`src/rtl/dtree_walk_ctrl.sv`:
```
// dtree_walk_ctrl
//   Sequential decision-tree evaluator. It visits one node per cycle from a
//   register node table and shares a single threshold comparator across all
//   tree levels. The table is written through a config port while idle.
//   Samples enter and classes leave through valid/ready handshakes.
//
// Ports
//   clk, rst            rising-edge clock, synchronous active-high reset
//   cfg_we/addr/wdata   node-table write; cfg_err pulses when a write is rejected
//   in_valid/ready/feat sample handshake; feature i at [i*FEAT_W +: FEAT_W]
//   out_valid/ready     result handshake
//   out_class           predicted class (0 on abort)
//   out_depth           number of non-leaf nodes traversed
//   out_err             traversal aborted (bad feature index or depth limit)
//
// Node word, MSB..LSB: leaf, feat[3], shift[3], thr[FEAT_W], left, right.
module dtree_walk_ctrl #(
  parameter int N_FEAT    = 6,
  parameter int FEAT_W    = 8,
  parameter int CLASS_W   = 2,
  parameter int NODE_AW   = 5,
  parameter int MAX_DEPTH = 16,
  localparam int NODE_W   = 1 + 3 + 3 + FEAT_W + 2*NODE_AW
) (
  input  logic                     clk,
  input  logic                     rst,
  input  logic                     cfg_we,
  input  logic [NODE_AW-1:0]       cfg_addr,
  input  logic [NODE_W-1:0]        cfg_wdata,
  output logic                     cfg_err,
  input  logic                     in_valid,
  output logic                     in_ready,
  input  logic [N_FEAT*FEAT_W-1:0] in_feat,
  output logic                     out_valid,
  input  logic                     out_ready,
  output logic [CLASS_W-1:0]       out_class,
  output logic [NODE_AW-1:0]       out_depth,
  output logic                     out_err
);

  typedef struct packed {
    logic               leaf;
    logic [2:0]         feat;
    logic [2:0]         shift;
    logic [FEAT_W-1:0]  thr;
    logic [NODE_AW-1:0] left;
    logic [NODE_AW-1:0] right;
  } node_t;

  typedef enum logic [1:0] {IDLE, WALK, DONE} state_t;

  state_t                  state, state_nx;
  logic [NODE_W-1:0]       tbl [2**NODE_AW];
  logic [N_FEAT*FEAT_W-1:0] feat_r;
  logic [NODE_AW-1:0]      ptr, depth;
  node_t                   nd;
  logic [FEAT_W-1:0]       fsel, fsh;
  logic                    go_left, bad_feat, too_deep, accept, finish;

  // Current node, read combinationally; the single shared comparator.
  assign nd       = node_t'(tbl[ptr]);
  assign bad_feat = int'(nd.feat) >= N_FEAT;
  assign too_deep = int'(depth) == MAX_DEPTH-1;
  assign fsh      = fsel >> nd.shift;
  assign go_left  = fsh <= nd.thr;
  assign finish   = nd.leaf || bad_feat || too_deep;

  // Feature mux; out-of-range indices select zero and are flagged by bad_feat.
  always_comb begin
    fsel = '0;
    for (int i = 0; i < N_FEAT; i++)
      if (int'(nd.feat) == i) fsel = feat_r[i*FEAT_W +: FEAT_W];
  end

  assign out_valid = (state == DONE);
  assign accept    = (state == IDLE) && in_valid && in_ready;

  always_ff @(posedge clk) begin
    if (rst) state <= IDLE;
    else     state <= state_nx;
  end

  // A pending write in IDLE takes priority over a new sample that cycle.
  always_comb begin
    state_nx = state;
    in_ready = 1'b0;
    unique case (state)
      IDLE: begin
        in_ready = !cfg_we && !rst;
        if (in_valid && !cfg_we) state_nx = WALK;
      end
      WALK:    if (finish)    state_nx = DONE;
      DONE:    if (out_ready) state_nx = IDLE;
      default: state_nx = IDLE;
    endcase
  end

  always_ff @(posedge clk) begin
    if (rst) begin
      for (int i = 0; i < 2**NODE_AW; i++)
        tbl[i] <= {1'b1, {(NODE_W-1){1'b0}}};
      feat_r    <= '0;
      ptr       <= '0;
      depth     <= '0;
      out_class <= '0;
      out_depth <= '0;
      out_err   <= 1'b0;
      cfg_err   <= 1'b0;
    end else begin
      // Table is frozen outside IDLE so a walk always sees one consistent tree.
      cfg_err <= cfg_we && (state != IDLE);
      if (cfg_we && state == IDLE) tbl[cfg_addr] <= cfg_wdata;
      case (state)
        IDLE: if (accept) begin
          feat_r <= in_feat;
          ptr    <= '0;
          depth  <= '0;
        end
        WALK: begin
          if (nd.leaf) begin
            out_class <= nd.thr[CLASS_W-1:0];
            out_depth <= depth;
            out_err   <= 1'b0;
          end else if (bad_feat) begin
            out_class <= '0;
            out_depth <= depth;
            out_err   <= 1'b1;
          end else if (too_deep) begin
            out_class <= '0;
            out_depth <= NODE_AW'(MAX_DEPTH);
            out_err   <= 1'b1;
          end else begin
            ptr   <= go_left ? nd.left : nd.right;
            depth <= depth + NODE_AW'(1);
          end
        end
        default: ;
      endcase
    end
  end

endmodule

```
`config.mk`:
```
export PLATFORM = sky130hd
export DESIGN_NAME = dtree_walk_ctrl
export DESIGN_NICKNAME = d
export VERILOG_FILES = /design/src/rtl/dtree_walk_ctrl.sv
export SDC_FILE = /design/constraint.sdc
export NUM_CORES = 1
export LEC_CHECK = 0
export ABC_AREA = 1
export CAP_MARGIN = 25
export CORE_MARGIN = 8
export CORE_UTILIZATION = 55
export CTS_CLUSTER_SIZE = 8
export DETAILED_ROUTE_END_ITERATION = 8
export GPL_ROUTABILITY_DRIVEN = 0
export PLACE_DENSITY = 0.72
export SLEW_MARGIN = 5
export SYNTH_ARGS = -nofsm -noshare
export SYNTH_HDL_FRONTEND = slang
export SYNTH_SLANG_ARGS = --single-unit
```
`constraint.sdc`:
```
create_clock -name clk -period 4.5 [get_ports clk]
set_clock_uncertainty 0.1 [all_clocks]
set_input_delay 1.125 -clock clk [delete_from_list [all_inputs] [get_ports clk]]
set_output_delay 1.125 -clock clk [all_outputs]
set_load 0.03 [all_outputs]
```
==> key figures <==
Place
  • Cell count after placement: 4834
  • IO buf count: 93
  • Post-DP HPWL: 75800 um

Power
  • Total power: 19600 uW
  • Pwr Density: 428 mW/mm2
  • Maximum VDD drop: 299 uV
  • Leakage power: 0.0174 uW

Status
  • Failing checks: design-rule violations
  • Run status: finished with violations

Clock network
  • # H-tree levels: 3
  • Worst-Skew Late Latency: 670 ps
  • Clock tree from TritonCTS: done
  • Clk sink count: 874
  • Clk Tree Root Cell: clkbuf_16
  • CTS clk-pin slew, worst paths: 50 ps
  • Bufs on Longest Clock Path: 3
  • Number of buffers created by CTS: 119
  • Hold-fix buffers, CTS: 0

Worst setup path
  • Critical-path top delay cell: dfxtp_4
  • Worst EP required: 4930 ps
  • Family with the most delay on the worst path: simple AND/OR/NAND/NOR gates
  • Crit path DAT: 4900 ps
  • Setup crit start kind: register
  • Crit Path Max Fanout: 15
  • CP max stage delay: 370 ps
  • Crit Path Class: reg -> reg
  • CP bufs+invs: 7
  • Critical Path End Type: register

Final layout
  • Final cell count without fillers: 5021
  • Share of cells above drive strength 1: 12.6%
  • Core Util, Final: 64.4%
  • Commonest non-fill, non-tap cell in the layout: nor2_1
  • Most frequent cells in the layout: nor2_1, edfxtp_1, nand2_1
  • # nets final: 4121
  • Syn-to-layout area delta: 16.7%

Timing
  • Slew @ Worst Pin: 920 ps
  • Hold Violations, Final: 0
  • WHS: 356 ps
  • Achievable Freq: 224 MHz
  • Min Tclk post-route: 4470 ps
  • Finish-stage setup viols: 0
  • Crit share post-route: 99.3%
  • Fin. max-slew vios: 0
  • Slew headroom: 38.6%

Die
  • Height of the die: 283 um
  • Num rows: 98
  • # IOs: 94
  • Die Wd: 283 um
  • Die area: 0.0802 mm2
  • Starting Density: 55.2%
  • Core footprint: 0.0711 mm2

Synth
  • Post-synth cell types: 42
  • Syn_nets: 3965
  • Synthesized instance count: 3872
  • Syn Area/Cell: 10.1 um2
  • Seq cells post-synth: 874
  • Sequential area share after synthesis: 65.0%
  • Mapped Area: 0.0393 mm2
  • Synth Warn #: 0

Global route
  • Overflow after GRT: 0
  • Largest net degree at the start of global routing: 63
  • Gr usage total: 29.5%
  • First-pass GRT wire length: 183000 um
  • Vias in the first global route: 29900
  • Initial antenna violation count: 2

Detailed routing
  • Total number of vias: 31300
  • DRT antenna net count: 0
  • DRC viols: 2
  • Drt first pass iters: 8
  • Starting DRC count in detailed routing: 4784
  • Total Wirelength: 125000 um
  • Number of vias per cell: 6.24
  • DR WL/cell: 25.0 um

Min path
  • Tightest Hold Check Type: reg -> reg

Flow run
  • Maxcap violations: 0
==> synth_stat cells, drive strengths merged <==
cell type,count,share of area (%)
nor2,1086,11
o31ai,2,0.038
a211oi,2,0.038
nand2,510,5.0
a221o,14,0.36
inv,117,1.1
a22o,5,0.11
o21ai,287,3.8
o211ai,22,0.42
dfxtp,74,3.8
edfxtp,800,61
nor3,24,0.31
clkinv,4,0.038
nand4,11,0.18
a31oi,9,0.14
a221oi,17,0.38
o311ai,2,0.045
o21a,1,0.019
a32oi,1,0.022
clkbuf,209,2.0
buf,127,2.2
a21oi,175,2.2
ha,10,0.32
o211a,2,0.051
o22ai,59,0.94
o221ai,61,1.4
a32o,29,0.74
nand3,212,2.7
==> power by group <==
part	switching (uW)	internal, uW	total [uW]
sequential	94.3	9140	9240
clock	3240	4850	8100
combinational	1560	731	2290
total	4890	14700	19600
==> tightest hold or removal path, stage by stage, from the launching register on <==
cell	delay (ps)
dfxtp_1	290
inv_1	60
a21oi_1	60
==> per-stage QoR <==
stage	area, um2	worst slack [ps]	TNS, ps
6_report	45800	33.5	0
5_1_grt	45800	-139	-862
4_1_cts	45200	95.6	0
3_5_place_dp	42000	111	0
3_3_place_gp	42000	210	0
2_1_floorplan	39300	849	0
==> final cells by class <==
cell class / count / area, um2
multi-input combinational: 2541 / 11800
sequential: 874 / 25500
antenna: 1 / 2.50
timing repair buffer: 367 / 3480
tap: 950 / 1190
clock buffer: 157 / 3160
inverter: 121 / 498
clock inverter: 6 / 106
fill: 5405 / 25300
timing repair inverter: 4 / 41.3
==> logic make-up (layout without fill, tap and decap cells) <==
| logic type | count (synthesis) | count (layout) | synth area share [%] |
|---|---|---|---|
| compound gates | 688 | 688 | 10.7 |
| fa+ha+maj | 10 | 10 | 0.319 |
| buf+inv | 457 | 655 | 5.34 |
| flops | 874 | 874 | 65.0 |
| other cells | 0 | 1 | 0 |
| simple gates | 1843 | 1843 | 18.7 |
==> flip-flops by register name, summed over array words and instances (netlist names), named ones only <==
| name | count |
|---|---|
| out_err | 1 |
| depth | 5 |
| out_class | 2 |
| feat_r | 48 |
| tbl | 800 |
| out_depth | 5 |
| cfg_err | 1 |
| ptr | 5 |
| state | 2 |
==> worst paths after layout <==
kind                      startpoint                       to  slack [ps]  cells after the start
min          feat_r[42]$_SDFFE_PP0P_  feat_r[42]$_SDFFE_PP0P_         360                      2
max reg2reg                 register                 register          30                     31
max                         register                 register          30                     31
min reg2reg  feat_r[42]$_SDFFE_PP0P_  feat_r[42]$_SDFFE_PP0P_         360                      2
==> routing by layer <==
| layer | up-vias | GRT usage, % | routed length, um |
|---|---|---|---|
| met3 | 408 | 7.26 | 16300 |
| met4 | 2 | 16.4 | 7670 |
| li1 | 13700 | - | - |
| met5 | - | 0 | 8 |
| met1 | 15000 | 38.2 | 44900 |
| met2 | 2257 | 45.6 | 56400 |
==> repair_timing <==
action                                 4_1_cts  5_1_grt
endpoints found under the hold margin        0        0
buffers inserted                             0       12
gates resized for setup                      0       64
setup endpoints to repair                    0       10
(Power assumes the default switching activity.)
